## config.mk

```make
export PLATFORM = sky130hd
export DESIGN_NAME = systolic_ctrl_flat
export DESIGN_NICKNAME = d
export VERILOG_FILES = /design/src/rtl/systolic_ctrl_if.sv /design/src/rtl/systolic_ctrl.sv /design/src/flat_wrapper.sv
export SDC_FILE = /design/constraint.sdc
export NUM_CORES = 1
export LEC_CHECK = 0
export CAP_MARGIN = 20
export CORE_MARGIN = 4
export CORE_UTILIZATION = 30
export CTS_CLUSTER_DIAMETER = 80
export DETAILED_ROUTE_END_ITERATION = 10
export PLACE_DENSITY_LB_ADDON = 0.1
export SYNTH_ARGS = -nofsm -noshare
export SYNTH_HDL_FRONTEND = slang
export SYNTH_SLANG_ARGS = --single-unit
export TNS_END_PERCENT = 10
```

## constraint.sdc

```tcl
create_clock -name clk_i -period 36.8 [get_ports clk_i]
set_input_delay 5.52 -clock clk_i [delete_from_list [all_inputs] [get_ports clk_i]]
set_output_delay 5.52 -clock clk_i [all_outputs]
set_load 0.05 [all_outputs]
```

## src/rtl/systolic_ctrl_if.sv

```systemverilog
// Host/array-facing bundle of the systolic controller: element write port, run control and skewed streams.
interface systolic_ctrl_if #(
  parameter int DW = 32
);
  logic          wr_en_i;
  logic          wr_sel_i;
  logic [3:0]    wr_addr_i;
  logic [DW-1:0] wr_data_i;
  logic          wr_drop_o;
  logic          start_i;
  logic          busy_o;
  logic          done_o;
  logic          arr_rst_no;
  logic [DW-1:0] left_o_0;
  logic [DW-1:0] left_o_1;
  logic [DW-1:0] left_o_2;
  logic [DW-1:0] left_o_3;
  logic [DW-1:0] up_o_0;
  logic [DW-1:0] up_o_1;
  logic [DW-1:0] up_o_2;
  logic [DW-1:0] up_o_3;

  modport master (
    output wr_en_i, wr_sel_i, wr_addr_i, wr_data_i, start_i,
    input  wr_drop_o, busy_o, done_o, arr_rst_no,
    input  left_o_0, left_o_1, left_o_2, left_o_3,
    input  up_o_0, up_o_1, up_o_2, up_o_3
  );

  modport slave (
    input  wr_en_i, wr_sel_i, wr_addr_i, wr_data_i, start_i,
    output wr_drop_o, busy_o, done_o, arr_rst_no,
    output left_o_0, left_o_1, left_o_2, left_o_3,
    output up_o_0, up_o_1, up_o_2, up_o_3
  );
endinterface

```

## src/rtl/systolic_ctrl.sv

```systemverilog
// Sequencer for the 4x4 output-stationary systolic array: holds A/B, clears the array, feeds skewed streams.
// Run = CLEAR + 7 FEED beats + DRAIN + DONE, all outputs registered; writes/starts outside IDLE are dropped.
module systolic_ctrl #(
  parameter int DW    = 32,
  parameter int DRAIN = 4
) (
  input  logic           clk_i,
  input  logic           rst_i,
  systolic_ctrl_if.slave bus
);
  localparam int N    = 4;
  localparam int CMAX = (DRAIN > 2*N-1) ? DRAIN : 2*N-1;
  localparam int CW   = $clog2(CMAX) + 1;
  localparam logic [CW-1:0] FEED_LAST  = CW'(2*N-2);
  localparam logic [CW-1:0] DRAIN_LAST = CW'(DRAIN-1);

  localparam logic [2:0] S_IDLE  = 3'd0;
  localparam logic [2:0] S_CLEAR = 3'd1;
  localparam logic [2:0] S_FEED  = 3'd2;
  localparam logic [2:0] S_DRAIN = 3'd3;
  localparam logic [2:0] S_DONE  = 3'd4;

  logic [DW-1:0] mat_a [16];
  logic [DW-1:0] mat_b [16];

  logic [2:0]    state, state_nx;
  logic [CW-1:0] cnt, cnt_nx;

  logic [DW-1:0] left_nx [4];
  logic [DW-1:0] up_nx   [4];
  logic [DW-1:0] left_q  [4];
  logic [DW-1:0] up_q    [4];

  logic busy_q, done_q, arr_rst_n_q, wr_drop_q;

  always_comb begin
    state_nx = state;
    cnt_nx   = cnt;
    case (state)
      S_IDLE: begin
        if (bus.start_i) state_nx = S_CLEAR;
      end
      S_CLEAR: begin
        state_nx = S_FEED;
        cnt_nx   = '0;
      end
      S_FEED: begin
        if (cnt == FEED_LAST) begin
          state_nx = S_DRAIN;
          cnt_nx   = '0;
        end else begin
          cnt_nx = cnt + 1'b1;
        end
      end
      S_DRAIN: begin
        if (cnt == DRAIN_LAST) begin
          state_nx = S_DONE;
          cnt_nx   = '0;
        end else begin
          cnt_nx = cnt + 1'b1;
        end
      end
      S_DONE:  state_nx = S_IDLE;
      default: state_nx = S_IDLE;
    endcase
  end

  // Lane r carries A[r][j] / B[j][r] on beat r+j; outputs are registered from the next beat.
  always_comb begin
    for (int r = 0; r < N; r++) begin
      left_nx[2'(r)] = '0;
      up_nx[2'(r)]   = '0;
    end
    if (state_nx == S_FEED) begin
      for (int r = 0; r < N; r++) begin
        for (int j = 0; j < N; j++) begin
          if (cnt_nx == CW'(r + j)) begin
            left_nx[2'(r)] = mat_a[4'(r*N + j)];
            up_nx[2'(r)]   = mat_b[4'(j*N + r)];
          end
        end
      end
    end
  end

  always_ff @(posedge clk_i or posedge rst_i) begin
    if (rst_i) begin
      for (int i = 0; i < 16; i++) begin
        mat_a[4'(i)] <= '0;
        mat_b[4'(i)] <= '0;
      end
      wr_drop_q <= 1'b0;
    end else begin
      wr_drop_q <= bus.wr_en_i && (state != S_IDLE);
      if (bus.wr_en_i && (state == S_IDLE)) begin
        if (bus.wr_sel_i) mat_b[bus.wr_addr_i] <= bus.wr_data_i;
        else              mat_a[bus.wr_addr_i] <= bus.wr_data_i;
      end
    end
  end

  always_ff @(posedge clk_i or posedge rst_i) begin
    if (rst_i) begin
      state       <= S_IDLE;
      cnt         <= '0;
      busy_q      <= 1'b0;
      done_q      <= 1'b0;
      arr_rst_n_q <= 1'b1;
      for (int r = 0; r < N; r++) begin
        left_q[2'(r)] <= '0;
        up_q[2'(r)]   <= '0;
      end
    end else begin
      state       <= state_nx;
      cnt         <= cnt_nx;
      busy_q      <= (state_nx != S_IDLE);
      done_q      <= (state_nx == S_DONE);
      arr_rst_n_q <= (state_nx != S_CLEAR);
      left_q      <= left_nx;
      up_q        <= up_nx;
    end
  end

  assign bus.wr_drop_o  = wr_drop_q;
  assign bus.busy_o     = busy_q;
  assign bus.done_o     = done_q;
  assign bus.arr_rst_no = arr_rst_n_q;
  assign bus.left_o_0   = left_q[0];
  assign bus.left_o_1   = left_q[1];
  assign bus.left_o_2   = left_q[2];
  assign bus.left_o_3   = left_q[3];
  assign bus.up_o_0     = up_q[0];
  assign bus.up_o_1     = up_q[1];
  assign bus.up_o_2     = up_q[2];
  assign bus.up_o_3     = up_q[3];
endmodule

```

## src/flat_wrapper.sv

```systemverilog
// flat-port wrapper written by rule: the top's interface ports become plain ports
module systolic_ctrl_flat 
#(
  parameter int DW    = 32,
  parameter int DRAIN = 4
)
  (clk_i, rst_i, bus_wr_en_i, bus_wr_sel_i, bus_wr_addr_i, bus_wr_data_i, bus_start_i, bus_wr_drop_o, bus_busy_o, bus_done_o, bus_arr_rst_no, bus_left_o_0, bus_left_o_1, bus_left_o_2, bus_left_o_3, bus_up_o_0, bus_up_o_1, bus_up_o_2, bus_up_o_3);
  systolic_ctrl_if #(.DW(DW)) bus_i ();
  input  logic clk_i;
  input  logic rst_i;
  input wire logic [$bits(bus_i.wr_en_i)-1:0] bus_wr_en_i;
  input wire logic [$bits(bus_i.wr_sel_i)-1:0] bus_wr_sel_i;
  input wire logic [$bits(bus_i.wr_addr_i)-1:0] bus_wr_addr_i;
  input wire logic [$bits(bus_i.wr_data_i)-1:0] bus_wr_data_i;
  input wire logic [$bits(bus_i.start_i)-1:0] bus_start_i;
  output wire logic [$bits(bus_i.wr_drop_o)-1:0] bus_wr_drop_o;
  output wire logic [$bits(bus_i.busy_o)-1:0] bus_busy_o;
  output wire logic [$bits(bus_i.done_o)-1:0] bus_done_o;
  output wire logic [$bits(bus_i.arr_rst_no)-1:0] bus_arr_rst_no;
  output wire logic [$bits(bus_i.left_o_0)-1:0] bus_left_o_0;
  output wire logic [$bits(bus_i.left_o_1)-1:0] bus_left_o_1;
  output wire logic [$bits(bus_i.left_o_2)-1:0] bus_left_o_2;
  output wire logic [$bits(bus_i.left_o_3)-1:0] bus_left_o_3;
  output wire logic [$bits(bus_i.up_o_0)-1:0] bus_up_o_0;
  output wire logic [$bits(bus_i.up_o_1)-1:0] bus_up_o_1;
  output wire logic [$bits(bus_i.up_o_2)-1:0] bus_up_o_2;
  output wire logic [$bits(bus_i.up_o_3)-1:0] bus_up_o_3;
  assign bus_i.wr_en_i = bus_wr_en_i;
  assign bus_i.wr_sel_i = bus_wr_sel_i;
  assign bus_i.wr_addr_i = bus_wr_addr_i;
  assign bus_i.wr_data_i = bus_wr_data_i;
  assign bus_i.start_i = bus_start_i;
  assign bus_wr_drop_o = bus_i.wr_drop_o;
  assign bus_busy_o = bus_i.busy_o;
  assign bus_done_o = bus_i.done_o;
  assign bus_arr_rst_no = bus_i.arr_rst_no;
  assign bus_left_o_0 = bus_i.left_o_0;
  assign bus_left_o_1 = bus_i.left_o_1;
  assign bus_left_o_2 = bus_i.left_o_2;
  assign bus_left_o_3 = bus_i.left_o_3;
  assign bus_up_o_0 = bus_i.up_o_0;
  assign bus_up_o_1 = bus_i.up_o_1;
  assign bus_up_o_2 = bus_i.up_o_2;
  assign bus_up_o_3 = bus_i.up_o_3;
  systolic_ctrl #(.DW(DW), .DRAIN(DRAIN)) u_core (.clk_i(clk_i), .rst_i(rst_i), .bus(bus_i));
endmodule
```

Word-level counts from Yosys, hierarchy flattened

Index checks and enable logic that the tools add are counted.

Register bits after elaboration: 1,291
Bits of input ports: 41
Output and inout port bits: 260

$add $sub $neg: 1
Magnitude comparators: 2
Equal/unequal tests: 12
Mux-type cells: 29
Bitwise operators: 3
Reduce and logical (&&, ||, !) cells: 11

Operators with widths:

| cell                                                                  | number |
|---|---|
| 512-bit bitwise mux                                                   | 2 |
| 32-bit two-way mux                                                    | 17 |
| 32-bit demux with 4-bit select                                        | 1 |
| 64-bit two-way mux                                                    | 2 |
| 4-bit by 2-bit == test with 1-bit output (second input constant)      | 3 |
| 3-bit one-hot mux with 4 select lines                                 | 1 |
| 4-bit one-hot mux with 3 select lines                                 | 1 |
| 3-bit by 2-bit == test with 1-bit output (second input constant)      | 3 |
| 3-bit two-way mux                                                     | 3 |
| 4-bit by 3-bit == test with 1-bit output (second input constant)      | 2 |
| 4-bit two-way mux                                                     | 2 |
| 3-bit AND reduction                                                   | 2 |
| 3-bit nonzero test                                                    | 2 |
| 5-bit greater-or-equal comparator (second input constant)             | 1 |
| 5-bit by 1-bit < comparator with 1-bit output (second input constant) | 1 |
| 4-bit NOT with 5-bit output                                           | 1 |
| 4-bit by 1-bit adder with 4-bit output (second input constant)        | 1 |
| 4-bit by 1-bit == test with 1-bit output (second input constant)      | 1 |
| 4-bit zero test                                                       | 1 |
| 2-bit AND reduction                                                   | 2 |
| 3-bit by 1-bit == test with 1-bit output (second input constant)      | 1 |
| 3-bit == test (second input constant)                                 | 1 |
| 1-bit logical AND                                                     | 3 |
| 3-bit zero test                                                       | 1 |
| other kinds (2)                                                       | 3 |

Logic depth before layout (Yosys ltp)

Depth in word-level cells: 9
Depth in mapped cells: 12
Gate-level depth less buffers: 8

Worst setup path after synthesis

OpenSTA, ideal clock, no wires.

Path type: in2reg
Start: in bus_wr_sel_i
End: reg u_core.mat_a[416] (netlist name)
Data arrival time: 6.942 ns
Required time: 36.675 ns
Path slack: 29.733 ns
Stages on the path: 4
Path buffers: 1
Cells stage by stage: or4_1 -> nor2_1 -> buf_2 -> mux2_2

Word-level cells in the longest chain between the ends: 2

RTL lines:

| item                           | line                | RTL |
|---|---|---|
| start: declaration             | flat_wrapper.sv:12  | `input wire logic [$bits(bus_i.wr_sel_i)-1:0] bus_wr_sel_i;` |
| 1-bit NOT (no line)            | n/a                 |  |
| 2-bit AND reduction (no line)  | n/a                 |  |
| end signal: indexed assignment | systolic_ctrl.sv:97 | `else mat_a[bus.wr_addr_i] <= bus.wr_data_i;` |
| end: declaration               | systolic_ctrl.sv:23 | `logic [DW-1:0] mat_a [16];` |

Every way passes these cells.
A chain may end at the register's enable or synchronous reset.

Worst setup path after layout

Start: in bus_wr_en_i
End: reg u_core.mat_a[380] (netlist name)

Word-level cells in the longest chain between the ends: 2

RTL lines:

| item                          | line                | RTL |
|---|---|---|
| start: declaration            | flat_wrapper.sv:11  | `input wire logic [$bits(bus_i.wr_en_i)-1:0] bus_wr_en_i;` |
| 1-bit logical AND             | systolic_ctrl.sv:95 | `if (bus.wr_en_i && (state == S_IDLE)) begin` |
| 2-bit AND reduction (no line) | n/a                 |  |

Every way passes these cells.

==> metrics list <==
- Routed wire length: roughly 60000 um
* Top-level port count: between 300 and 400
- The final critical path takes up between 20 and 25% of the cycle.
- TritonCTS clock tree: done
* Number of nets in the finished design: around 1900
* Number of filler instances in the final layout: between 7000 and 8000
- Measured along the x axis, the die boundary spans 280 um.
- PortBufs: between 150 and 200
- DRT iter0 DRCs: between 700 and 800
* DRC violation count after routing: 0
- Clk_skew: 27.5 ps
- In the layout the commonest cells are sky130_fd_sc_hd__dfrtp_1, sky130_fd_sc_hd__mux2_2, sky130_fd_sc_hd__nand2_1.
- Effective utilization at floorplan: 30.3%
- The critical path ends at u_core.mat_a[380].
* Average vias per placed instance: 4.66
* Reg2reg path depth: 7
- After clock tree synthesis, the flow added hold-fix buffers numbering 0.
* Count of unique library cells instantiated by Yosys: 51
- Register bit total from synthesis: 523
* Via count: roughly 13000
- Wire per inst: around 21 um
- Clock insertion delay at the later pin of the skew report: roughly 620 ps
- Across all hold checks on the routed design, the worst slack comes to about 480 ps.
* CP Class: in2reg
* Max transition margin: ~32%
* Detailed-routing iteration count for the pre-antenna-repair pass: 4
- Final setup violation count: 0
- Number of synthesized flops with an enable pin: 0
* Arrival time of the worst setup path: between 8000 and 9000 ps
* Critical path launch point type: input port
- Entering global routing, the biggest net connects 136 pins.
* Static power due to leakage: approximately 13 nW
- Max-cap violations in this run came to 0.
- Setup repair after global routing missed its margin: no
- The total overflow left after global routing is 0.
* Layout cell share with drive strength beyond 1: about a quarter
- Summing the sequential cell areas from Yosys gives slightly below 60% of the chip area.
* Achievable clock frequency: 0.127 GHz
- For the finished layout, the period the worst path requires is between 7000 and 8000 ps.
- The setup check on the worst reg-to-reg path leaves a slack of between 30000 and 40000 ps.
- Crit path from: bus_wr_en_i
- The root buffer cell chosen for the clock tree is sky130_fd_sc_hd__clkbuf_16.
- The via count of the first global-routing pass came to 14300.
* Hold Vio Cnt, Final: 0
- Largest fanout of any net on the critical path: 18
- Ys flop type: sky130_fd_sc_hd__dfrtp_1
- The worst register-to-register path begins at u_core.cnt[0].
* First-pass GRT wire length: slightly above 90000 um
* Synthesized cell area: about 22000 sq um
* Floorplan row count: 99
* Resize count post-CTS: 0
- The clock tree synthesis step divided the H-tree into 2 levels.
- The path class of the tightest hold or removal check is reg2reg.
- The initial antenna violation count was 5.
- Each instance of the synthesized netlist takes up on average about 13 sq um.
- The wire-length estimate of the detail-placed layout is 36300 um.
* CP required: approximately 37000 ps
- At the pin with the least slew margin, the transition time is ~1000 ps.
* Cells after Synth: around 1700
- In this run the deepest clock path goes through 3 buffers.
* Inserted Clock Buffers: 60
- P&R area growth vs syn: 18.9%
* Clock transition at the register clock pins on the worst setup and hold paths after CTS: 60 ps
* TritonCTS sink count: 523
* Number of max-slew violations in the final report: 0
* GP Congestion: 0.736
- The library cell used most frequently in the layout, excluding fill and tap cells, is sky130_fd_sc_hd__dfrtp_1.
- Power spread over the standard cell area amounts to between 70 and 80 nW/um^2.
- Remaining number of nets flagged by the antenna check after routing: 0
* Full die area: approximately 78000 sq um
- Once the clock tree was built, the setup fixing pass inserted 0 buffers.
- Result of the run: finished, final reports clean
- Across the VDD grid, the largest voltage drop is ~0.09 mV.
- After synthesis, the share of flip-flops with an asynchronous set or reset is 100%.
- The die is about 280 um tall.
* Aggregate negative setup slack: 0 ps
* Number of warnings printed during yosys synthesis: around 130
- Global routing used ~15% of the available tracks across all layers.
- Core Footprint: 73100 sq um
- STA classifies the critical path endpoint as a flip-flop.
- Endpoint of the most critical register-to-register path: u_core.bus.up_o_1[1]
==> how the worst min path moves through the flow <==
stage,start,end,depth (start not counted)
after global routing,u_core.mat_a[289],u_core.mat_a[289],1
after detailed placement,u_core.mat_a[436],u_core.mat_a[436],1
after global placement,u_core.mat_a[442],u_core.mat_a[442],1
final,u_core.mat_b[326],u_core.bus.up_o_1[6],1
after CTS,u_core.mat_b[326],u_core.bus.up_o_1[6],1
after floorplan,u_core.mat_a[481],u_core.mat_a[481],1
==> logic make-up (layout without fill, tap and decap cells) <==
kind of cell | Yosys count | in the layout | synth area share, %
mux | 419 | 419 | 21.1
xor+xnor | 2 | 2 | 0.0790
other cells | 1 | 129 | 0.0169
fa+ha+maj | 2 | 2 | 0.113
simple gates | 328 | 328 | 6.87
flops | 523 | 523 | 59.0
compound gates | 151 | 151 | 5.41
buf+inv | 270 | 316 | 7.39
==> sequential cells by signal, indices dropped and copies added (netlist names), 3 cells and up <==
register / flops
u_core.bus.up_o_1: 32
u_core.bus.left_o_1: 32
u_core.bus.up_o_0: 32
u_core.cnt: 4
u_core.mat_a: 256
u_core.bus.left_o_0: 32
u_core.state: 3
u_core.mat_b: 128
==> per-stage QoR <==
step | std cells | setup slack (ps) | total power, mW | instance area [sq um] | util, %
final | 2829 | 28910 | 1.95 | 26400 | 36.1
after global routing | 2828 | 28540 | 2.06 | 26400 | 36.1
after CTS | 2825 | 28870 | 1.99 | 26300 | 36.0
after detailed placement | 2717 | 28180 | 1.38 | 24300 | 33.2
after global placement | 2717 | 28230 | 1.37 | 24300 | 33.2
after floorplan | 1823 | 16670 | 1.14 | 22700 | -
==> area by class of cell <==
class / instances / area (sq um) / share of cell area (%)
clock buffer: 84 / 1730 / 6.57
sequential: 523 / 13100 / 49.6
multi-input combinational: 1030 / 8020 / 30.4
timing repair buffer: 200 / 2000 / 7.57
tap: 959 / 1200 / 4.55
antenna: 1 / 2.50 / 0.00949
clock inverter: 24 / 279 / 1.06
inverter: 8 / 40.0 / 0.152
==> power by group <==
part / total (mW) / switching (mW) / internal, mW
combinational: 0.674 / 0.499 / 0.175
clock: 0.601 / 0.240 / 0.361
sequential: 0.679 / 0.0354 / 0.643
total: 1.95 / 0.774 / 1.18
==> critical path, cell delays in order <==
cell and delay [ps]:
sky130_fd_sc_hd__clkdlybuf4s50_1 630, sky130_fd_sc_hd__nand2_1 160, sky130_fd_sc_hd__or3_1 510, sky130_fd_sc_hd__nor3_4 720, sky130_fd_sc_hd__buf_4 440, sky130_fd_sc_hd__mux2_2 380
==> metal layers <==
layer,share of wire [%],track usage (%),vias to the layer above
met2,48,25.3,257
met5,0.050,0,-
li1,-,-,5899
met1,46,20.9,6925
met4,2.3,4.43,4
met3,4.3,2.76,84
==> cells in the mapped netlist, types with 3 or more instances <==
master / count / area share [%]
sky130_fd_sc_hd__clkbuf_1: 54 / 0.91
sky130_fd_sc_hd__nor3_1: 5 / 0.11
sky130_fd_sc_hd__mux2i_1: 32 / 1.4
sky130_fd_sc_hd__buf_4: 141 / 4.8
sky130_fd_sc_hd__or4_1: 3 / 0.10
sky130_fd_sc_hd__o221ai_1: 3 / 0.12
sky130_fd_sc_hd__buf_6: 5 / 0.25
sky130_fd_sc_hd__inv_1: 7 / 0.12
sky130_fd_sc_hd__nor3_2: 3 / 0.14
sky130_fd_sc_hd__and3_1: 31 / 0.87
sky130_fd_sc_hd__buf_2: 46 / 1.0
sky130_fd_sc_hd__buf_1: 16 / 0.27
sky130_fd_sc_hd__mux2_2: 297 / 15
sky130_fd_sc_hd__a21oi_1: 37 / 0.84
sky130_fd_sc_hd__nand3_1: 60 / 1.4
sky130_fd_sc_hd__nand2b_1: 5 / 0.14
sky130_fd_sc_hd__o2bb2ai_1: 32 / 1.3
sky130_fd_sc_hd__nor2b_1: 3 / 0.085
sky130_fd_sc_hd__nor2_1: 13 / 0.22
sky130_fd_sc_hd__mux2_1: 90 / 4.6
sky130_fd_sc_hd__dfrtp_1: 522 / 59
sky130_fd_sc_hd__a22o_1: 64 / 2.5
sky130_fd_sc_hd__or3_1: 3 / 0.085
sky130_fd_sc_hd__nand2_1: 190 / 3.2
No activity file was read; power rests on OpenSTA's default activity.
